<file path="src/rtl/pong_pkg.sv">
// rtl/pong_pkg.sv - shared state encoding, winner codes and speed defaults for the pong match sequencer
package pong_pkg;

    typedef enum logic [2:0] {
        ST_IDLE,
        ST_SERVE,
        ST_PLAY,
        ST_PAUSE,
        ST_POINT,
        ST_OVER
    } state_t;

    localparam logic [1:0] WIN_NONE = 2'b00;
    localparam logic [1:0] WIN_P1   = 2'b01;
    localparam logic [1:0] WIN_P2   = 2'b10;
    localparam logic [1:0] WIN_DRAW = 2'b11;

    localparam int PONG_SPEED_MIN = 2;
    localparam int PONG_SPEED_MAX = 5;

    function automatic logic [1:0] winner_code(input logic p1_won, input logic p2_won);
        logic [1:0] code;
        code = WIN_NONE;
        if (p1_won && p2_won) code = WIN_DRAW;
        else if (p1_won)      code = WIN_P1;
        else if (p2_won)      code = WIN_P2;
        return code;
    endfunction

endpackage

</file>
<file path="src/rtl/frame_countdown.sv">
// rtl/frame_countdown.sv - loadable frame-tick down counter shared by the serve and post-point waits
module frame_countdown (
    input  logic       clk,
    input  logic       reset_n,
    input  logic       load,
    input  logic [7:0] load_val,
    input  logic       frame_tick,
    output logic [7:0] countdown,
    output logic       expire
);

    logic [7:0] r_count;

    always_ff @(posedge clk or negedge reset_n) begin
        if (!reset_n) begin
            r_count <= 8'd0;
        end else if (load) begin
            r_count <= load_val;
        end else if (frame_tick && (r_count != 8'd0)) begin
            r_count <= r_count - 8'd1;
        end
    end

    // Not gated by load: the owner reloads on this same pulse when chaining POINT into SERVE.
    assign expire    = frame_tick && (r_count == 8'd1);
    assign countdown = r_count;

endmodule

</file>
<file path="src/rtl/pong_match_sequencer.sv">
// rtl/pong_match_sequencer.sv - match FSM, scores, ball-speed schedule and mode latch; PONG_SPEEDUP_EN enables speed ramp
module pong_match_sequencer
    import pong_pkg::*;
#(
    parameter int WIN_SCORE      = 5,
    parameter int SCORE_W        = 4,
    parameter int SERVE_FRAMES   = 60,
    parameter int POINT_FRAMES   = 30,
    parameter int SPEEDUP_FRAMES = 600,
    parameter int SPEED_MIN      = PONG_SPEED_MIN,
    parameter int SPEED_MAX      = PONG_SPEED_MAX
) (
    input  logic               clk,
    input  logic               reset_n,
    input  logic               frame_tick,
    input  logic               start_btn,
    input  logic               pause_btn,
    input  logic               mode_sel,
    input  logic               point_p1,
    input  logic               point_p2,
    output logic               game_active,
    output logic               ball_reset,
    output logic               multiple_ball_mode,
    output logic [3:0]         ball_speed,
    output logic [SCORE_W-1:0] score_p1,
    output logic [SCORE_W-1:0] score_p2,
    output logic [7:0]         countdown,
    output logic               game_over,
    output logic [1:0]         winner
);

    // A misconfigured ceiling below the serve speed clamps the serve speed down to it.
    localparam logic [3:0] SPEED_BASE = (SPEED_MAX < SPEED_MIN) ? 4'(SPEED_MAX) : 4'(SPEED_MIN);
    localparam logic [3:0] SPEED_CEIL = 4'(SPEED_MAX);

    state_t             r_state, w_next;
    logic               r_active, r_reset_pulse, r_mode, r_over;
    logic [3:0]         r_speed;
    logic [SCORE_W-1:0] r_s1, r_s2;
    logic [1:0]         r_winner;

    logic               w_start, w_point, w_win1, w_win2, w_to_point, w_serve_reentry;
    logic [SCORE_W-1:0] w_s1, w_s2;
    logic               w_load, w_expire;
    logic [7:0]         w_load_val, w_count;

    logic               w_active_n, w_reset_pulse_n, w_mode_n, w_over_n;
    logic [3:0]         w_speed_n;
    logic [SCORE_W-1:0] w_s1_n, w_s2_n;
    logic [1:0]         w_winner_n;

    assign w_start         = start_btn && ((r_state == ST_IDLE) || (r_state == ST_OVER));
    assign w_point         = (r_state == ST_PLAY) && (point_p1 || point_p2);
    assign w_s1            = r_s1 + SCORE_W'(point_p1);
    assign w_s2            = r_s2 + SCORE_W'(point_p2);
    assign w_win1          = (w_s1 >= SCORE_W'(WIN_SCORE));
    assign w_win2          = (w_s2 >= SCORE_W'(WIN_SCORE));
    assign w_to_point      = w_point && !(w_win1 || w_win2);
    assign w_serve_reentry = (r_state == ST_POINT) && w_expire;

    assign w_load     = w_start || w_to_point || w_serve_reentry;
    assign w_load_val = w_point ? 8'(POINT_FRAMES) : 8'(SERVE_FRAMES);

    frame_countdown u_countdown (
        .clk        (clk),
        .reset_n    (reset_n),
        .load       (w_load),
        .load_val   (w_load_val),
        .frame_tick (frame_tick),
        .countdown  (w_count),
        .expire     (w_expire)
    );

    always_ff @(posedge clk or negedge reset_n) begin
        if (!reset_n) begin
            r_state       <= ST_IDLE;
            r_active      <= 1'b0;
            r_reset_pulse <= 1'b0;
            r_mode        <= 1'b0;
            r_over        <= 1'b0;
            r_speed       <= SPEED_BASE;
            r_s1          <= '0;
            r_s2          <= '0;
            r_winner      <= WIN_NONE;
        end else begin
            r_state       <= w_next;
            r_active      <= w_active_n;
            r_reset_pulse <= w_reset_pulse_n;
            r_mode        <= w_mode_n;
            r_over        <= w_over_n;
            r_speed       <= w_speed_n;
            r_s1          <= w_s1_n;
            r_s2          <= w_s2_n;
            r_winner      <= w_winner_n;
        end
    end

    always_comb begin
        w_next = r_state;
        case (r_state)
            ST_IDLE, ST_OVER: if (w_start) w_next = ST_SERVE;
            ST_SERVE:         if (w_expire) w_next = ST_PLAY;
            ST_PLAY: begin
                // A point in the same cycle as pause takes precedence.
                if (w_point)        w_next = (w_win1 || w_win2) ? ST_OVER : ST_POINT;
                else if (pause_btn) w_next = ST_PAUSE;
            end
            ST_PAUSE:         if (pause_btn) w_next = ST_PLAY;
            ST_POINT:         if (w_expire) w_next = ST_SERVE;
            default:          w_next = ST_IDLE;
        endcase
    end

`ifdef PONG_SPEEDUP_EN
    localparam logic [9:0] STEP_LAST = 10'(SPEEDUP_FRAMES - 1);

    logic [9:0] r_timer, w_timer_n;
    logic       w_step;

    assign w_step = (r_state == ST_PLAY) && frame_tick && (r_timer == STEP_LAST);

    always_comb begin
        w_timer_n = r_timer;
        if (w_start || w_serve_reentry)             w_timer_n = 10'd0;
        else if (w_step)                            w_timer_n = 10'd0;
        else if ((r_state == ST_PLAY) && frame_tick) w_timer_n = r_timer + 10'd1;
    end

    always_ff @(posedge clk or negedge reset_n) begin
        if (!reset_n) r_timer <= 10'd0;
        else          r_timer <= w_timer_n;
    end
`else
    logic w_step;
    assign w_step = 1'b0;
`endif

    always_comb begin
        w_active_n      = (w_next == ST_PLAY);
        w_over_n        = (w_next == ST_OVER);
        w_reset_pulse_n = w_start || w_to_point;
        w_mode_n        = w_start ? mode_sel : r_mode;
        w_s1_n          = r_s1;
        w_s2_n          = r_s2;
        w_winner_n      = r_winner;
        w_speed_n       = r_speed;
        if (w_start) begin
            w_s1_n     = '0;
            w_s2_n     = '0;
            w_winner_n = WIN_NONE;
        end else if (w_point) begin
            w_s1_n = w_s1;
            w_s2_n = w_s2;
            if (w_win1 || w_win2) w_winner_n = winner_code(w_win1, w_win2);
        end
        if (w_start || w_to_point)                 w_speed_n = SPEED_BASE;
        else if (w_step && (r_speed < SPEED_CEIL)) w_speed_n = r_speed + 4'd1;
    end

    assign game_active        = r_active;
    assign ball_reset         = r_reset_pulse;
    assign multiple_ball_mode = r_mode;
    assign ball_speed         = r_speed;
    assign score_p1           = r_s1;
    assign score_p2           = r_s2;
    assign countdown          = w_count;
    assign game_over          = r_over;
    assign winner             = r_winner;

endmodule

</file>
<file path="config.mk">
export PLATFORM = sky130hd
export DESIGN_NAME = pong_match_sequencer
export DESIGN_NICKNAME = d
export VERILOG_FILES = /design/src/rtl/pong_pkg.sv /design/src/rtl/frame_countdown.sv /design/src/rtl/pong_match_sequencer.sv
export SDC_FILE = /design/constraint.sdc
export NUM_CORES = 1
export LEC_CHECK = 0
export ABC_AREA = 1
export BUFFER_PORTS_ARGS = -buffer_cell sky130_fd_sc_hd__buf_2
export CAP_MARGIN = 20
export CORE_ASPECT_RATIO = 0.75
export CORE_MARGIN = 1
export CORE_UTILIZATION = 53
export DETAILED_ROUTE_END_ITERATION = 10
export GPL_TIMING_DRIVEN = 0
export MAX_ROUTING_LAYER = met4
export PLACE_DENSITY = 0.79
export SETUP_SLACK_MARGIN = 0.02
export SYNTH_ARGS = -nofsm -noshare
export SYNTH_HDL_FRONTEND = slang
export SYNTH_SLANG_ARGS = --single-unit
</file>
<file path="constraint.sdc">
create_clock -name clk -period 2.4 [get_ports clk]
set_input_delay 0.24 -clock clk [delete_from_list [all_inputs] [get_ports clk]]
set_output_delay 0.24 -clock clk [all_outputs]
set_load 0.03 [all_outputs]
</file>
======== Word level (Yosys, flattened, before mapping) ========
Index checks and enable logic that the tools add are counted.
word-level totals
  input bits .............................. 8
  register bits ........................... 25
operators by class
  magnitude comparators ................... 2
  muxes and demuxes ....................... 21
  $add $sub $neg .......................... 3
  equality and inequality tests ........... 8
  reductions and logical operators ........ 20
operators with widths
  operator                                                               count
  3-bit two-way mux                                                      6
  4-bit two-way mux                                                      4
  8-bit two-way mux                                                      2
  3-bit one-hot mux with 5 select lines                                  1
  2-bit two-way mux                                                      6
  3-bit by 2-bit == test with 1-bit output, second input constant        3
  3-bit == test, second input constant                                   3
  4-bit by 1-bit adder with 4-bit output                                 2
  8-bit by 1-bit == test with 1-bit output, second input constant        1
  4-bit by 3-bit >= comparator with 1-bit output, second input constant  2
  8-bit nonzero test                                                     1
  8-bit by 1-bit subtractor with 8-bit output, second input constant     1
  1-bit logical AND                                                      7
  6-bit two-way mux                                                      1
  2-bit nonzero test                                                     3
  1-bit logical OR                                                       5
  3-bit by 1-bit == test with 1-bit output, second input constant        1
  3-bit logical NOT                                                      1
  2-bit AND reduction                                                    1
  2-bit OR reduction                                                     1
  1-bit logical NOT                                                      1
  1-bit two-way mux                                                      1

======== Depth between registers and ports, before layout ========
Gate-level depths: netlist of run 1.
  depth after elaboration ................. 8
  mapped depth ............................ 12

======== Hierarchy ========
A second synthesis of run 1 with hierarchy kept.
second synthesis, totals
  cell total of the unflattened synthesis .. 212
  area, all modules ....................... 1609.0 um^2
by module, submodules not included
  module                times used  cells an instance  area each (um^2)  sequential area each (um^2)
  pong_match_sequencer  1           122                974.7             425.4
  frame_countdown       1           90                 634.4             200.2

======== Worst setup path after synthesis of run 1 ========
Ideal clock, no wire load.
  path type ............................... register -> register
  start point ............................. register r_s1[0], in the netlist score_p1[0]
  end point ............................... register u_countdown.r_count[1], in the netlist u_countdown.countdown[1]
  data required time ...................... 2280 ps
  period minus slack after synthesis ...... 1854 ps
  library setup time ...................... 120 ps
  data arrival time ....................... 1734 ps
  cell stages (with the launch flop) ...... 11
  setup slack ............................. 546 ps
  path buffers ............................ 0
  cells stage by stage .................... dfrtp_1 -> ha_1 -> ha_1 -> nor2_1 -> nor2_1 -> nor2_1 -> nand3_4 -> nand3_4 -> nor2_2 -> nand2_1 -> nand2_1
between the ends
  cells in the longest elaborated chain, start to end .. 8
  elaborated cells between the ends (all ways) .. 9
  those cells by class .................... add/sub: 1; order compare: 1; mux: 1; reduce/logical: 6
ends and longest elaborated chain
  element                                                  line                        RTL
  start: declaration                                       pong_match_sequencer.sv:39  logic [SCORE_W-1:0] r_s1, r_s2;
  start signal: assignment                                 pong_match_sequencer.sv:92  r_s1 <= w_s1_n;
  4-bit by 1-bit adder with 4-bit output (*)               pong_match_sequencer.sv:54  assign w_s1 = r_s1 + SCORE_W'(point_p1);
  4-bit by 3-bit >= comparator with 1-bit output (*)       pong_match_sequencer.sv:56  assign w_win1 = (w_s1 >= SCORE_W'(WIN_SCORE));
  1-bit logical OR (*)                                     pong_match_sequencer.sv:58  assign w_to_point = w_point && !(w_win1 || w_win2);
  1-bit logical NOT (*)                                    pong_match_sequencer.sv:58
  1-bit logical AND (*)                                    pong_match_sequencer.sv:58
  1-bit logical OR (*)                                     --
  1-bit logical OR (*)                                     pong_match_sequencer.sv:61  assign w_load = w_start || w_to_point || w_serve_reentry;
  8-bit two-way mux or 2-bit nonzero test (tied branches)  --
  end signal: assignment                                   frame_countdown.sv:18       r_count <= load_val;
  end signal: assignment                                   frame_countdown.sv:20       r_count <= r_count - 8'd1;
  end: declaration                                         frame_countdown.sv:12       logic [7:0] r_count;
Mark *: on every way between the ends. The rest lies on a longest branch, timed or not.
A chain may end at the register's enable or synchronous reset.

======== Final worst setup path of run 1 ========
  start point ............................. register r_s2[0], in the netlist score_p2[0]
  end point ............................... register u_countdown.r_count[1], in the netlist u_countdown.countdown[1]
between the ends
  cells in the longest elaborated chain, start to end .. 8
  elaborated cells between the ends (all ways) .. 9
  those cells by class .................... add/sub: 1; order compare: 1; mux: 1; reduce/logical: 6
ends and longest elaborated chain
  element                                                  line                        RTL
  start: declaration                                       pong_match_sequencer.sv:39
  start signal: assignment                                 pong_match_sequencer.sv:93  r_s2 <= w_s2_n;
  4-bit by 1-bit adder with 4-bit output (*)               pong_match_sequencer.sv:55  assign w_s2 = r_s2 + SCORE_W'(point_p2);
  4-bit by 3-bit >= comparator with 1-bit output (*)       pong_match_sequencer.sv:57  assign w_win2 = (w_s2 >= SCORE_W'(WIN_SCORE));
  1-bit logical OR (*)                                     pong_match_sequencer.sv:58
  1-bit logical NOT (*)                                    pong_match_sequencer.sv:58
  1-bit logical AND (*)                                    pong_match_sequencer.sv:58
  1-bit logical OR (*)                                     --
  1-bit logical OR (*)                                     pong_match_sequencer.sv:61
  8-bit two-way mux or 2-bit nonzero test (tied branches)  --
Marked as above.

==> results.yml, run 1 <==
run_status:
  status: "finished clean"
layout:
  drive_above_1_share: 0.256
  antenna_cells: 0
  fin_util: 0.656
  n_fill_cell: 224
  syn2layout_area_growth_pct: 17.5
  layout.nets: 231
floorplanning:
  rows: 16
  die_y_microns: 47.5
  die_area_sq_um: 2980
  die_w_microns: 62.7
  io_pins: 34
  start_util: 0.558
  core_area_sq_um: 2620
global_routing:
  grt_max_degree: 26
  track_usage: 0.244
  grt_pass1_vias: 1169
  antenna_found_initial: 0
  overflow: 0
  grt_pass1_wl_microns: 5200
setup_path:
  cp_common_cell: "nor2_1"
  slowest_stage: "dfrtp_1"
  cp_max_fo: 5
  worstPathRequired_ns: 2.57
  worstSetupPathType: "reg2reg"
  cpPeakStageDelay_ns: 0.42
  arrival_ns: 2.10
  path_cells: "ha_1 > ha_1 > nor2_1 > nor2_1 > nor2_1 > nand3_4 > nand3_4 > nor2_2 > nand2_1 > nand2_1"
  cp-end-kind: "flip-flop"
  crit_path_start_kind: "flip-flop"
detailed_routing:
  drt_iter0_markers: 98
  drt_wl_total_microns: 3290
  drc: 0
  ant_nets: 0
  top_layer: "met4"
  drt-wirelength-per-cell_microns: 13.1
  viasPerCell: 5.24
  dr.pass1.iters: 4
  vias: 1315
  wl_met2_microns: 1690
  wl_met3_microns: 176
  m1WireLength_microns: 1410
cts:
  clk_path_buf_depth: 2
  clk_latency_ns: 0.27
  clk_pin_slew_ns: 0.10
  ctsResizeCount: 0
  clockRootBuffer: "clkbuf_8"
  htreeDepth: 1
  cts_tree: "done"
  cts_made_buffers: 3
  cts.sinks: 25
logic_synthesis:
  synth_edf_count: 0
  synthCells: 179
  synth-async-reset-ratio: 1.00
  yosysWarnings: 0
  yosys_most_used_dff: "dfrtp_1"
  ys_seq_area_frac: 0.427
  post_synth_main_area_contributors: "dfrtp_1 43%, nand2_1 12%, ha_1 6.0%, nand3_1 5.8%, nor2_1 5.6%"
  synth_top_area_share: 0.427
  synth_cell_types: 28
  synthesis.area_sq_um: 1460
  synth_top_cell_by_area: "dfrtp_1"
  syn_avg_cell_area_sq_um: 8.18
  synth-seq-cells: 25
timing:
  setup_viol: 0
  fin_skew_ns: 0.00904
  slew_viol_final: 0
  tns_ns: 0
  hold_viol: 0
  max_freq_ghz: 0.518
  finalCritPeriodShare: 0.804
  worst_pin_slew_ns: 0.576
  rsz0062_at_grt: "no"
  maxSlewHeadroom: 0.616
  fin_crit_ns: 1.93
placement:
  gp_congestion: 0.838
  io_buffers: 29
  hpwl_microns: 2540
min_path:
  hp-class: "in2reg"
power_and_ir_drop:
  power_density_nw_per_um2: 989
  p_leak_nw: 0.942
  irDropWorstVdd_mv: 0.510
job:
  cap_violations: 0
## path summary, 6_finish.rpt
check	from	end	slack, ns	cells past startpoint
worst max-delay path	score_p2[0]	u_countdown.countdown[1]	0.47	10
worst min-delay path	mode_sel	multiple_ball_mode	0.20	2
worst max register to register	score_p2[0]	u_countdown.countdown[1]	0.47	10
worst min register to register	multiple_ball_mode	multiple_ball_mode	0.51	1
max in group asynchronous	reset_n	score_p1[0]	1.52	2
min in group asynchronous	reset_n	multiple_ball_mode	0.49	2
## logic make-up after synthesis
| family | after synthesis | synth area share |
|---|---|---|
| DFF | 25 | 0.427 |
| AOI/OAI and AO/OA | 17 | 0.0701 |
| adders and majority gates | 7 | 0.0598 |
| buffers and inverters | 24 | 0.0744 |
| xor gates and xnor gates | 3 | 0.0180 |
| muxes | 1 | 0.00769 |
| other | 2 | 0.00513 |
| and+or+nand+nor | 100 | 0.338 |
## routing by layer
metal,vias to the layer above,GRT usage
li1,646,-
met1,611,0.294
met2,56,0.428
met3,2,0.0524
met4,0,0.0651
met5,-,-
## where the power goes
| group | internal (mW) | total [mW] | switching [mW] |
|---|---|---|---|
| logic | 0.246 | 0.793 | 0.547 |
| clock network | 0.118 | 0.258 | 0.140 |
| registers | 0.533 | 0.651 | 0.119 |
| total | 0.896 | 1.70 | 0.806 |
## critical path, delay by kind of cell, from the launching register on
family / cells / cell delay [ns]
adder cells (fa/ha/maj): 2 / 0.53
flip-flops: 1 / 0.42
AND/OR/NAND/NOR: 8 / 0.88
## timing repair
item / CTS / global route
endpoints found under the hold margin: 25 / 0
hold buffers: 1 / 0
setup buffers: 0 / 0
## flip-flops by register name (all words and copies together) (netlist names)
name / count
game_active: 1
winner: 2
u_countdown.countdown: 8
r_state: 3
game_over: 1
score_p2: 4
score_p1: 4
multiple_ball_mode: 1
ball_reset: 1
## layout by cell type (no fill, tap or decap), drive strengths merged, types with 5 or more instances in the layout
cell,n
a21oi,5
nand3,20
dfrtp,25
nor2,26
ha,7
o21ai,8
nand2,47
inv,19
buf,34
## final cells by class
class / instances / area, sq um / area share
Tap cell: 36 / 45.0 / 0.0262
Multi-Input combinational cell: 132 / 737 / 0.428
Inverter: 19 / 71.3 / 0.0415
Buffer: 5 / 37.5 / 0.0218
Clock inverter: 1 / 7.51 / 0.00436
Clock buffer: 3 / 41.3 / 0.0240
Timing Repair Buffer: 30 / 155 / 0.0902
Sequential cell: 25 / 626 / 0.364
## per-stage QoR
stage          hold WS (ns)  worst slack, ns  cells  instance area [sq um]  power (mW)
5_1_grt               0.203            0.329    251                   1720        1.80
3_3_place_gp          0.260            0.569    246                   1660        1.39
4_1_cts               0.196            0.490    251                   1720        1.71
3_5_place_dp          0.260            0.522    246                   1660        1.44
6_report              0.201            0.470    251                   1720        1.70
2_1_floorplan       -0.0556            0.546    181                   1470        1.21
## synthesized netlist by cell type, types with 2 or more instances
library cell  count
dfrtp_1          25
conb_1            2
xor2_1            3
inv_1            15
o22ai_1           2
nand3_4           2
a21oi_1           4
ha_1              7
o21ai_2           2
nand4_1           4
nand2_1          46
nand3_1          17
o21ai_0           6
inv_2             4
nor2_2            2
buf_4             5
nor2_1           22
(Power assumes the default switching activity.)
==> inputs of run 2 (changes only) <==
clock period = 1.8 ns   (was 2.4 ns; I/O delays follow)
==> results.yml, run 2 (same netlist as run 1, synthesis figures left out) <==
cts:
  clk_latency_ns: 0.27
  cts.sinks: 25
  cts_tree: "done"
  clockRootBuffer: "clkbuf_8"
  htreeDepth: 1
  clk_path_buf_depth: 2
  cts_made_buffers: 3
  clk_pin_slew_ns: 0.09
setup_path:
  critical-path-top-delay-family: "simple AND/OR/NAND/NOR gates"
  r2r_slack_ns: 0.1
  arrival_ns: 1.87
  rr_endpoint: "u_countdown.countdown[5]"
  cp-end-kind: "flip-flop"
  cpPeakStageDelay_ns: 0.44
  worstPathRequired_ns: 1.97
  cp_max_fo: 5
  worstSetupPathType: "reg2reg"
  slowest_stage: "dfrtp_2"
  r2r_cells: 12
  path_cells: "ha_4 > ha_4 > inv_2 > nand2_2 > nand2_2 > nor2_1 > nor2_2 > nand3_4 > nand3_4 > nor2_2 > nand2_1 > nand2_1"
  crit_path_start_kind: "flip-flop"
  crit_buf_inv: 1
  r2r_start: "score_p2[0]"
placement:
  gp_congestion: 0.794
  io_buffers: 29
  dp.cells: 246
  hpwl_microns: 2290
  dpl_cell_area_sq_um: 1670
power_and_ir_drop:
  finalPower_mw: 2.30
  power_density_nw_per_um2: 1270
  irDropWorstVdd_mv: 0.649
  p_leak_nw: 0.949
detailed_routing:
  drt-wirelength-per-cell_microns: 12.4
  drc: 0
  viasPerCell: 5.24
  drt_wl_total_microns: 3140
  dr.pass1.iters: 4
  vias: 1332
  ant_nets: 0
  drt_iter0_markers: 24
timing:
  maxSlewHeadroom: 0.624
  max_freq_ghz: 0.588
  slew_viol_final: 0
  rsz0062_at_grt: "no"
  worst_pin_slew_ns: 0.564
  fin_crit_ns: 1.70
  worst_hold_slack_ns: 0.133
  tns_ns: 0
  finalCritPeriodShare: 0.945
  fin_skew_ns: 0.00865
  setup_viol: 0
  hold_viol: 0
floorplanning:
  io_pins: 34
  core_area_sq_um: 2620
  die_w_microns: 62.7
  die_y_microns: 47.5
  start_util: 0.558
  rows: 16
  die_area_sq_um: 2980
global_routing:
  grt_pass1_vias: 1163
  track_usage: 0.234
  overflow: 0
  antenna_found_initial: 0
  grt_max_degree: 26
  grt_pass1_wl_microns: 5070
layout:
  final_common_cell: "nand2_1"
  layout.nets: 234
  largest_reg_flops: 8
  stdcell_area_sq_um: 1810
  drive_above_1_share: 0.326
  n_fill_cell: 205
  multi_input_area_sq_um: 802
  syn2layout_area_growth_pct: 23.7
  final_cell_mix: "44 x nand2_1, 29 x buf_2, 23 x dfrtp_1"
  fin_cells: 254
  antenna_cells: 0
  final-seq-area_sq_um: 628
min_path:
  whs_path_depth: 2
  hp-class: "in2reg"
  min_to: "multiple_ball_mode"
  min_from: "mode_sel"
job:
  cap_violations: 0
run_status:
  status: "finished clean"
-- run 2: cell count changes in the layout (fill, tap and decap cells not counted) --
cell,previous run,this run
nand2_2,0,2
dfrtp_2,0,2
ha_1,7,3
nor2_1,22,18
ha_4,0,4
nor2_2,2,6
dfrtp_1,25,23
inv_2,4,5
buf_4,5,8
inv_1,15,14
nand2_1,46,44
-- run 2: cell type report --
type	count	area share
Sequential cell	25	0.347
Clock buffer	3	0.0228
Clock inverter	1	0.00415
Multi-Input combinational cell	132	0.443
Timing Repair Buffer	33	0.0981
Buffer	5	0.0207
Tap cell	36	0.0249
Inverter	19	0.0394
-- run 2: worst reg2reg max path, stage by stage (launching register included) --
cell and delay, ns:
dfrtp_2 0.44, ha_4 0.18, ha_4 0.16, inv_2 0.05
nand2_2 0.05, nand2_2 0.07, nor2_1 0.05, nor2_2 0.19
nand3_4 0.13, nand3_4 0.12, nor2_2 0.05, nand2_1 0.07
nand2_1 0.05
-- run 2: how the worst max path moves through the flow --
stage,from,to,cells past startpoint
CTS,score_p2[0],u_countdown.countdown[5],10
floorplan,score_p1[0],u_countdown.countdown[1],10
global placement,score_p1[0],u_countdown.countdown[6],10
finish,score_p2[0],u_countdown.countdown[5],12
detailed placement,score_p1[0],u_countdown.countdown[6],10
global route,score_p1[0],u_countdown.countdown[5],12
-- run 2: through the flow --
stage / utilization / setup WS (ns)
floorplan: - / 0.0605
global route: 0.690 / 0.00743
global placement: 0.636 / 0.0485
CTS: 0.663 / 0.0266
detailed placement: 0.636 / 0.0220
finish: 0.690 / 0.0998
-- run 2: power by group --
group | leakage [nW] | switching [mW] | internal [mW] | total [mW]
registers | 0.324 | 0.158 | 0.713 | 0.871
clock network | 0.0217 | 0.182 | 0.157 | 0.339
logic | 0.603 | 0.724 | 0.366 | 1.09
-- run 2: what timing repair did --
| item | CTS | global route |
|---|---|---|
| setup buffers | 1 | 2 |
| pin swaps | 3 | 6 |
| hold endpoints to repair | 25 | 0 |
| endpoints found under the setup margin | 3 | 12 |
| gates cloned | 0 | 0 |
| gates resized for setup | 1 | 11 |
| hold buffers | 1 | 0 |
-- run 2: metal layers --
layer / part of all wire / global-route usage / up-vias / wire (microns)
met5: 0 / - / - / 0
met4: 0.0054 / 0.0605 / 0 / 17
met3: 0.051 / 0.0500 / 4 / 161
met2: 0.48 / 0.389 / 46 / 1500
met1: 0.46 / 0.301 / 630 / 1460
li1: - / - / 652 / -
